## config.mk

```make
export PLATFORM = sky130hd
export DESIGN_NAME = pcu_multiway
export DESIGN_NICKNAME = d
export VERILOG_FILES = /design/src/rtl/pcu_pkg.sv /design/src/rtl/pcu_multiway_fetch_addr_queue.sv /design/src/rtl/pcu_multiway.sv
export SDC_FILE = /design/constraint.sdc
export NUM_CORES = 1
export LEC_CHECK = 0
export BUFFER_PORTS_ARGS = -buffer_cell sky130_fd_sc_hd__buf_2
export CELL_PAD_IN_SITES_DETAIL_PLACEMENT = 0
export CELL_PAD_IN_SITES_GLOBAL_PLACEMENT = 1
export CORE_ASPECT_RATIO = 1.4
export CORE_UTILIZATION = 30
export CTS_CLUSTER_DIAMETER = 80
export DETAILED_ROUTE_END_ITERATION = 7
export HOLD_SLACK_MARGIN = 0.02
export PLACE_DENSITY = 0.56
export SLEW_MARGIN = 20
export SYNTH_ARGS = -nofsm -noshare
export SYNTH_HDL_FRONTEND = slang
export SYNTH_SLANG_ARGS = --single-unit
```

## constraint.sdc

```tcl
create_clock -name clk -period 7.4 [get_ports clk]
set_input_delay 1.48 -clock clk [delete_from_list [all_inputs] [get_ports clk]]
set_output_delay 1.48 -clock clk [all_outputs]
set_load 0.1 [all_outputs]
```

## src/rtl/pcu_pkg.sv

```systemverilog
// Shared types and helpers for the fetch program-counter unit.
package pcu_pkg;

    localparam int PC_W     = 32;
    localparam int MAX_WAYS = 8;

    // One tracked fetch request; mask is sized for the widest supported group.
    typedef struct packed {
        logic [PC_W-1:0]     addr;
        logic [MAX_WAYS-1:0] mask;
        logic                live;
    } fetch_entry_t;

    // Per-way valid bits: a way is valid when its address is at or past pc.
    function automatic logic [MAX_WAYS-1:0] group_mask(input logic [PC_W-1:0] pc,
                                                        input int              ways);
        logic [PC_W-1:0]     base;
        logic [MAX_WAYS-1:0] m;
        base = pc & ~(PC_W'(4 * ways) - PC_W'(1));
        m    = '0;
        for (int i = 0; i < MAX_WAYS; i++) begin
            if (i < ways) m[i] = (base + PC_W'(4 * i)) >= pc;
        end
        return m;
    endfunction

endpackage

```

## src/rtl/pcu_multiway_fetch_addr_queue.sv

```systemverilog
// In-order tracker of outstanding fetch requests with a one-cycle squash.
module fetch_addr_queue
    import pcu_pkg::*;
#(
    parameter  int DEPTH = 4,
    localparam int PTR_W = (DEPTH > 1) ? $clog2(DEPTH) : 1,
    localparam int CNT_W = $clog2(DEPTH + 1)
) (
    input  logic             clk,
    input  logic             reset,
    input  logic             push,
    input  fetch_entry_t     push_data,
    input  logic             pop,
    input  logic             kill,
    output fetch_entry_t     head,
    output logic             full,
    output logic             empty,
    output logic [CNT_W-1:0] count
);

    fetch_entry_t     mem [DEPTH];
    logic [PTR_W-1:0] wr_ptr;
    logic [PTR_W-1:0] rd_ptr;
    logic             do_push;
    logic             do_pop;

    assign full    = (count == CNT_W'(DEPTH));
    assign empty   = (count == '0);
    assign do_push = push & ~full;
    assign do_pop  = pop & ~empty;
    assign head    = mem[rd_ptr];

    // Storage, pointers and occupancy; kill clears live bits before a same-cycle write.
    always_ff @(posedge clk) begin
        if (reset) begin
            wr_ptr <= '0;
            rd_ptr <= '0;
            count  <= '0;
            for (int i = 0; i < DEPTH; i++) mem[i] <= '0;
        end else begin
            if (kill) begin
                for (int i = 0; i < DEPTH; i++) mem[i].live <= 1'b0;
            end
            if (do_push) begin
                mem[wr_ptr] <= push_data;
                wr_ptr      <= wr_ptr + 1'b1;
            end
            if (do_pop) rd_ptr <= rd_ptr + 1'b1;
            count <= count + CNT_W'(do_push) - CNT_W'(do_pop);
        end
    end

endmodule

```

## src/rtl/pcu_multiway.sv

```systemverilog
// Fetch PC unit: aligned group requests, in-order response pairing, jump squash.
module pcu_multiway
    import pcu_pkg::*;
#(
    parameter int          WAYS     = 2,
    parameter int          DEPTH    = 4,
    parameter logic [31:0] RESET_PC = 32'h0000_0004
) (
    input  logic            clk,
    input  logic            reset,
    input  logic            req_ready_i,
    output logic            req_valid_o,
    output logic [31:0]     req_addr_o,
    input  logic            rsp_valid_i,
    input  logic            jump_valid_i,
    input  logic [31:0]     jump_addr_i,
    output logic            fetch_valid_o,
    output logic [31:0]     fetch_addr_o,
    output logic [WAYS-1:0] fetch_mask_o,
    output logic            err_o
);

    localparam logic [31:0] GROUP = 32'(4 * WAYS);
    localparam int          CNT_W = $clog2(DEPTH + 1);

    logic [31:0]      pc;
    fetch_entry_t     push_entry;
    fetch_entry_t     head;
    logic             full;
    logic             empty;
    logic [CNT_W-1:0] cnt;
    logic             push;
    logic             pop;

    assign req_addr_o  = pc & ~(GROUP - 32'd1);
    assign req_valid_o = ~reset & ~full & ~jump_valid_i;
    assign push        = req_valid_o & req_ready_i;
    assign pop         = rsp_valid_i & ~empty;

    // Entry recorded for the request currently on offer.
    always_comb begin
        push_entry      = '0;
        push_entry.addr = req_addr_o;
        push_entry.mask = group_mask(pc, WAYS);
        push_entry.live = 1'b1;
    end

    fetch_addr_queue #(.DEPTH(DEPTH)) u_queue (
        .clk       (clk),
        .reset     (reset),
        .push      (push),
        .push_data (push_entry),
        .pop       (pop),
        .kill      (jump_valid_i),
        .head      (head),
        .full      (full),
        .empty     (empty),
        .count     (cnt)
    );

    // PC: redirect wins; otherwise advance one group per accepted request.
    always_ff @(posedge clk) begin
        if (reset)             pc <= RESET_PC;
        else if (jump_valid_i) pc <= {jump_addr_i[31:2], 2'b00};
        else if (push)         pc <= req_addr_o + GROUP;
    end

    // Decode-facing register: one-cycle pulse, address/mask held between pulses.
    always_ff @(posedge clk) begin
        if (reset) begin
            fetch_valid_o <= 1'b0;
            fetch_addr_o  <= '0;
            fetch_mask_o  <= '0;
        end else begin
            fetch_valid_o <= pop & head.live & ~jump_valid_i;
            if (pop & head.live & ~jump_valid_i) begin
                fetch_addr_o <= head.addr;
                fetch_mask_o <= head.mask[WAYS-1:0];
            end
        end
    end

    // Sticky error for a response with nothing outstanding.
    always_ff @(posedge clk) begin
        if (reset)                     err_o <= 1'b0;
        else if (rsp_valid_i && empty) err_o <= 1'b1;
    end

    wire unused_bits = ^{jump_addr_i[1:0], head.mask, cnt};

endmodule
```

==> results of run 1 <==
==> layer usage <==
metal	vias to the layer above	global-route usage (%)
li1	2874	-
met1	2929	19.5
met2	129	26.8
met3	26	2.92
met4	0	5.59
met5	-	0
==> cell type report <==
class	instances	area (um2)	share of cell area, %
flip-flops and latches	200	5250	51.0
well taps	385	482	4.68
clock inverters	13	178	1.73
inverters	16	73.8	0.718
repair buffers	113	606	5.89
clock buffers	19	443	4.31
multi-input cells	470	3260	31.7
==> cell usage in the layout, fill, tap and decap left out, types with 5 or more instances in the layout <==
cell type  instances
o22ai_1           10
xor2_1            10
inv_1             14
nand2_1          102
and3_1           108
o311ai_0           5
clkbuf_16         17
a31oi_1            5
buf_4             16
a21oi_1           50
xnor2_1           10
conb_1             6
edfxtp_1         124
nor3_1             6
nand4_1            7
nand3_1           15
dfxtp_1           75
ha_1               7
nor2_1            40
a22oi_1            6
buf_2             97
mux4_2            32
and2_1             7
==> Yosys cell counts (all sizes together), types with 8 or more instances <==
cell type | instances | area, um2
inv | 15 | 56.3
and3 | 112 | 706
xnor2 | 10 | 87.6
nor2 | 40 | 150
a21oi | 50 | 250
nand3 | 16 | 92.6
clkbuf | 47 | 176
mux4 | 32 | 721
dfxtp | 76 | 1520
nand2 | 102 | 383
buf | 52 | 347
o22ai | 11 | 75.1
xor2 | 10 | 87.6
edfxtp | 124 | 3720
nand4 | 8 | 56.3
==> worst max-delay path by stage <==
stage	startpoint	to	slack, ns
global placement	reset	u_queue.count[2]	2.66
global route	reset	u_queue.count[2]	2.84
detailed placement	reset	u_queue.count[2]	2.66
floorplan	jump_valid_i	req_valid_o	3.24
CTS	reset	u_queue.count[2]	3.13
finish	reset	u_queue.count[2]	3.09
==> logic make-up after synthesis <==
logic type / count (synthesis) / share of synthesized area (%)
buffers and inverters: 115 / 6.57
muxes: 34 / 8.19
adders and majority gates: 8 / 1.19
AOI/OAI and AO/OA: 96 / 6.60
other: 1 / 0.0413
xor gates and xnor gates: 20 / 1.93
and+or+nand+nor: 306 / 17.7
DFF: 200 / 57.8
==> report_power, final <==
| part | total [uW] | switching (uW) | internal, uW | leakage, uW |
|---|---|---|---|---|
| sequential | 1290 | 50.5 | 1240 | 0.00190 |
| clock | 993 | 421 | 573 | 0.000294 |
| combinational | 503 | 332 | 171 | 0.00201 |
| total | 2790 | 803 | 1990 | 0.00420 |
==> worst register-to-register path, stage by stage, from the launching register on <==
cell     delay, ns
dfxtp_1       0.43
or3b_1        0.28
nand3_1       0.15
inv_2         0.46
buf_4         0.73
ha_1          0.28
inv_1         0.05
fa_1          0.37
xor2_1        0.16
xnor2_1       0.15
nor2_1        0.05
==> through the flow <==
| stage | cell area (um2) | util (%) | hold slack, ns | cells |
|---|---|---|---|---|
| 2_1_floorplan | 9100 | - | 0.418 | 785 |
| 3_3_place_gp | 9660 | 32.4 | 0.431 | 1184 |
| 3_5_place_dp | 9660 | 32.4 | 0.435 | 1184 |
| 4_1_cts | 10300 | 34.5 | 0.447 | 1216 |
| 5_1_grt | 10300 | 34.5 | 0.467 | 1216 |
| 6_report | 10300 | 34.5 | 0.443 | 1216 |
==> state kept, by name, indices dropped and copies added (netlist names), named ones only <==
register	flops
fetch_mask_o	2
u_queue.mem	128
u_queue.wr_ptr	2
fetch_valid_o	1
err_o	1
pc	30
u_queue.count	3
u_queue.rd_ptr	2
fetch_addr_o	29
==> impl_metrics.json, run 1 <==
{
  "fin_crit_ns": 4.31,
  "fin_ws_ns": 3.09,
  "max_stage_delay_ns": 0.72,
  "power.leakage_uw": 0.00420,
  "crit_cells": 11,
  "endpoint_kind": "flip-flop",
  "vias_per_cell": 4.90,
  "p_total_uw": 2790,
  "place_hpwl_um": 14200,
  "cts_buffers": 17,
  "synth_cell_types": 58,
  "routed-wl-met3_um": 710,
  "reg2reg_depth": 10,
  "wl_met2_um": 11800,
  "cp-start-kind": "primary input",
  "path_common_cell": "nor2_1",
  "skew_ns": 0.0108,
  "grt_max_degree": 90,
  "syn_inst": 780,
  "antenna_found_initial": 0,
  "worstSetupPathType": "in2reg",
  "clock-sinks": 200,
  "die_h_um": 208,
  "dr.max_layer_used": "met4",
  "die_area_um2": 31000,
  "h-tree-depth": 4,
  "antenna_left": 0,
  "synth_seq_cells": 200,
  "core_um2": 29800,
  "critPathRequiredTime_ns": 7.69,
  "cts_setup_buffers": 0,
  "min_to": "u_queue.mem[3][0]",
  "max_slew.worst_pin.slew_ns": 0.843,
  "num_rows": 75,
  "crit_slowest_cell": "buf_4",
  "slew_violations": 0,
  "io_pins": 106,
  "cts_root_buf": "clkbuf_16",
  "nFillCells": 3025,
  "slew_headroom_pct": 43.8,
  "gr-usage-all-layers_pct": 15.7,
  "grt_overflow": 0,
  "status": "finished, final reports clean",
  "syn_area_per_cell_um2": 11.6,
  "grt_pass1_vias": 6081,
  "clockBufferDepth": 2,
  "place_congestion": 0.742,
  "tritoncts": "yes",
  "seq_area_frac_synth_pct": 57.8,
  "drive_gt1_share_pct": 22.9,
  "rrSetupSlack_ns": 4.16,
  "die_x_um": 149,
  "hold_viol_final": 0,
  "ctsHoldBuffers": 0,
  "worst_skew_pair.late_latency_ns": 0.44,
  "r2r_start": "u_queue.count[1]",
  "drt-initial-drc-count": 427,
  "vdd_drop_max_uv": 176,
  "fmax_mhz": 232,
  "fin_nets": 863,
  "async_flop_share_pct": 0,
  "critical-path-top-delay-family": "buffers and inverters",
  "cp_cell_sequence": "buf_2 > nor2_1 > nand3_1 > inv_2 > buf_4 > ha_1 > inv_1 > fa_1 > xor2_1 > xnor2_1 > nor2_1",
  "holdPathStages": 2,
  "post-place-ws_ns": 2.66,
  "initial_core_util_pct": 30.4,
  "rsz0062_at_grt": "false",
  "r2r-end": "u_queue.count[2]",
  "syn_area_um2": 9080,
  "io_buffers": 97,
  "area_delta_synth_final_pct": 13.3,
  "ctsResizeCount": 0,
  "route.detailed.drc": 0,
  "arrival_ns": 4.61,
  "finalSetupViolCount": 0,
  "synth_ff_type": "edfxtp_1",
  "synth_edf_count": 124,
  "dr.pass1.iters": 6,
  "min_path_type": "reg2reg",
  "clkTransAtPathRegs_ns": 0.07,
  "fin_tns_setup_ns": 0,
  "routedWlPerCell_um": 19.2,
  "grt_pass1_wl_um": 36100,
  "synth_warnings": 0,
  "crit_buf_inv": 4,
  "num_vias": 5958,
  "timing.final.crit_share_pct": 58.3,
  "powerDensity_nw_per_um2": 271,
  "maxCapViolCount": 0,
  "crit_fanout": 89,
  "num_antenna_cells": 0,
  "worstHoldStart": "u_queue.mem[3][0]",
  "wl_um": 23400,
  "wl_met1_um": 10400
}
(Power assumes the default switching activity.)
==> run 2: changes to the inputs <==
--- a/config.mk
+++ b/config.mk
@@ -5,6 +5,7 @@
 export SDC_FILE = /design/constraint.sdc
 export NUM_CORES = 1
 export LEC_CHECK = 0
+export ABC_AREA = 1
 export BUFFER_PORTS_ARGS = -buffer_cell sky130_fd_sc_hd__buf_2
 export CELL_PAD_IN_SITES_DETAIL_PLACEMENT = 0
 export CELL_PAD_IN_SITES_GLOBAL_PLACEMENT = 1
@@ -13,7 +14,7 @@
 export CTS_CLUSTER_DIAMETER = 80
 export DETAILED_ROUTE_END_ITERATION = 7
 export HOLD_SLACK_MARGIN = 0.02
-export PLACE_DENSITY = 0.56
+export PLACE_DENSITY = 0.59
 export SLEW_MARGIN = 20
 export SYNTH_ARGS = -nofsm -noshare
 export SYNTH_HDL_FRONTEND = slang
==> constraint.sdc (replaced) <==
create_clock -name clk -period 4 [get_ports clk]
set_input_delay 0.8 -clock clk [delete_from_list [all_inputs] [get_ports clk]]
set_output_delay 0.8 -clock clk [all_outputs]
set_load 0.1 [all_outputs]
==> run 2 against run 1 <==
Effect of this change: clock skew grew 0.0012 ns; synthesized area up 3.7%; die area up 3.7%; first-iteration DRC count fell by 22%; clock power increased by 64%; global-route usage rose by 0.87 points; count of clock-buffer cells in the layout rose by 1; core utilization is 0.21 points lower; via count up 21%; wire length is 8.7% higher; combinational power increased to 2.7 times the previous value; critical path depth fell by 6.
==> impl_metrics.json, run 2 <==
{
  "hold_viol_final": 0,
  "critPathRequiredTime_ns": 3.20,
  "switching_power_uw": 1920,
  "ctsHoldBuffers": 0,
  "initial_core_util_pct": 30.6,
  "seq_power_share_pct": 45.0,
  "power_frac_comb_pct": 25.0,
  "clkTransAtPathRegs_ns": 0.07,
  "clockBufferDepth": 2,
  "largest-register": "u_queue.mem",
  "grt_max_degree": 64,
  "r2r-end": "fetch_addr_o[25]",
  "min_to": "u_queue.mem[0][0]",
  "synth_edf_count": 124,
  "num_vias": 7200,
  "finalSetupViolCount": 0,
  "dr.pass1.iters": 5,
  "drive_gt1_share_pct": 14.1,
  "wl_um": 25400,
  "synth_cell_types": 35,
  "cts_root_buf": "clkbuf_16",
  "worstHoldStart": "u_queue.mem[0][0]",
  "layout_common_cells": "nor2_1, nand2_1, edfxtp_1, inv_1, buf_2",
  "cts_buffers": 17,
  "pwr-share-clk_pct": 30.0,
  "fin_tns_setup_ns": 0,
  "crit_fanout": 12,
  "cp-start-kind": "primary input",
  "slew_violations": 0,
  "syn_area_um2": 9420,
  "fmax_mhz": 369,
  "cp_cell_sequence": "buf_2 > nor2_4 > inv_1 > a31oi_1 > buf_2",
  "power.leakage_uw": 0.00434,
  "rrSetupSlack_ns": 1.75,
  "ctsResizeCount": 0,
  "gr-usage-all-layers_pct": 16.5,
  "holdPathStages": 2,
  "arrival_ns": 1.91,
  "num_rows": 76,
  "worst_skew_pair.late_latency_ns": 0.45,
  "h-tree-depth": 4,
  "powerDensity_nw_per_um2": 515,
  "io_pins": 106,
  "crit_slowest_cell": "buf_2",
  "async_flop_share_pct": 0,
  "skew_ns": 0.0120,
  "antenna_found_initial": 0,
  "worstSetupPathType": "in2out",
  "tritoncts": "yes",
  "area_delta_synth_final_pct": 12.0,
  "slew_headroom_pct": 52.6,
  "vdd_drop_max_uv": 308,
  "synth_seq_cells": 200,
  "vias_per_cell": 4.60,
  "critical-path-top-delay-family": "buffers and inverters",
  "fin_crit_ns": 2.71,
  "max_stage_delay_ns": 0.47,
  "min_path_type": "reg2reg",
  "fin_nets": 1208,
  "synthTopCellsByArea": "edfxtp_1, dfxtp_1, nor2_1",
  "grt_overflow": 0,
  "largestRegisters": "u_queue.mem x128, pc x30, fetch_addr_o x29",
  "synth_warnings": 0,
  "final_common_cell": "nor2_1",
  "core_um2": 30800,
  "dpl_cell_area_um2": 10000,
  "crit_buf_inv": 3,
  "synth_largest_area_cell": "edfxtp_1",
  "timing.final.crit_share_pct": 67.8,
  "die_x_um": 152,
  "syn_area_per_cell_um2": 8.48,
  "place_congestion": 0.789,
  "synth_commonest_cells": "nor2_1, nand2_1, edfxtp_1, inv_1, dfxtp_1",
  "yosysMostFrequentCell": "nor2_1",
  "die_h_um": 212,
  "grt_pass1_wl_um": 38800,
  "final_cell_area_um2": 10600,
  "reg2reg_depth": 8,
  "clock-sinks": 200,
  "drt-initial-drc-count": 334,
  "rsz0062_at_grt": "false",
  "synth_ff_type": "edfxtp_1",
  "path_common_cell": "buf_2",
  "die_area_um2": 32100,
  "num_antenna_cells": 0,
  "maxCapViolCount": 0,
  "routedWlPerCell_um": 16.2,
  "grt_pass1_vias": 6996,
  "endpoint_kind": "output pin",
  "seq_area_frac_synth_pct": 55.7,
  "cts_setup_buffers": 0,
  "syn_inst": 1111,
  "switching_share_pct": 35.3,
  "route.detailed.drc": 0,
  "io_buffers": 97,
  "intPower_uw": 3510,
  "place_hpwl_um": 16000,
  "max_slew.worst_pin.slew_ns": 0.711,
  "antenna_left": 0,
  "synth_top_area_share_pct": 39.5,
  "status": "finished, final reports clean",
  "largest_reg_flops": 128
}
[run 2: logic make-up after synthesis]
group / synth area share (%)
and+or+nand+nor: 23.3
DFF: 55.7
buffers and inverters: 10.1
AOI/OAI and AO/OA: 9.27
adders and majority gates: 1.14
xor gates and xnor gates: 0.465
other: 0.0398
[run 2: layer usage]
metal  global-route usage (%)  wire length, um
met5                        0                0
met4                     5.29              375
met2                     29.8            13000
met1                     19.5            11100
met3                     2.95              875
[run 2: worst max-delay path by stage]
stage / start / to / slack [ns] / cells past startpoint
2_1_floorplan: reset / req_valid_o / 0.68 / 3
3_3_place_gp: jump_valid_i / u_queue.count[2] / 1.24 / 10
3_5_place_dp: jump_valid_i / u_queue.count[2] / 1.23 / 10
4_1_cts: jump_valid_i / req_valid_o / 1.26 / 5
5_1_grt: jump_valid_i / req_valid_o / 1.22 / 5
6_report: jump_valid_i / req_valid_o / 1.29 / 5
[run 2: through the flow]
stage | total power [uW] | cells | hold WS, ns | util, % | setup WS, ns
2_1_floorplan | 3590 | 1116 | 0.427 | - | 0.679
3_3_place_gp | 3870 | 1534 | 0.446 | 32.5 | 1.24
3_5_place_dp | 3870 | 1534 | 0.448 | 32.5 | 1.23
4_1_cts | 5500 | 1566 | 0.461 | 34.3 | 1.26
5_1_grt | 5690 | 1566 | 0.482 | 34.3 | 1.22
6_report | 5430 | 1566 | 0.460 | 34.3 | 1.29
[run 2: final cells by class]
type	count	area (um2)
well taps	390	488
clock buffers	20	437
fillers	3335	20300
multi-input cells	719	3240
clock inverters	12	103
inverters	109	409
flip-flops and latches	200	5250
repair buffers	116	628
[run 2: worst min-delay path, cell delays in order (launching register included)]
cell and delay [ns]:
dfxtp_1 0.32, nand2_1 0.06, nand2_1 0.04
[run 2: power by group through the flow]
stage / combinational, uW / clock (uW) / sequential [uW]
after global routing: 1480 / 1750 / 2460
after CTS: 1390 / 1670 / 2440
after global placement: 1380 / 0 / 2490
final: 1360 / 1630 / 2440
after detailed placement: 1380 / 0 / 2490
after floorplan: 890 / 0 / 2700
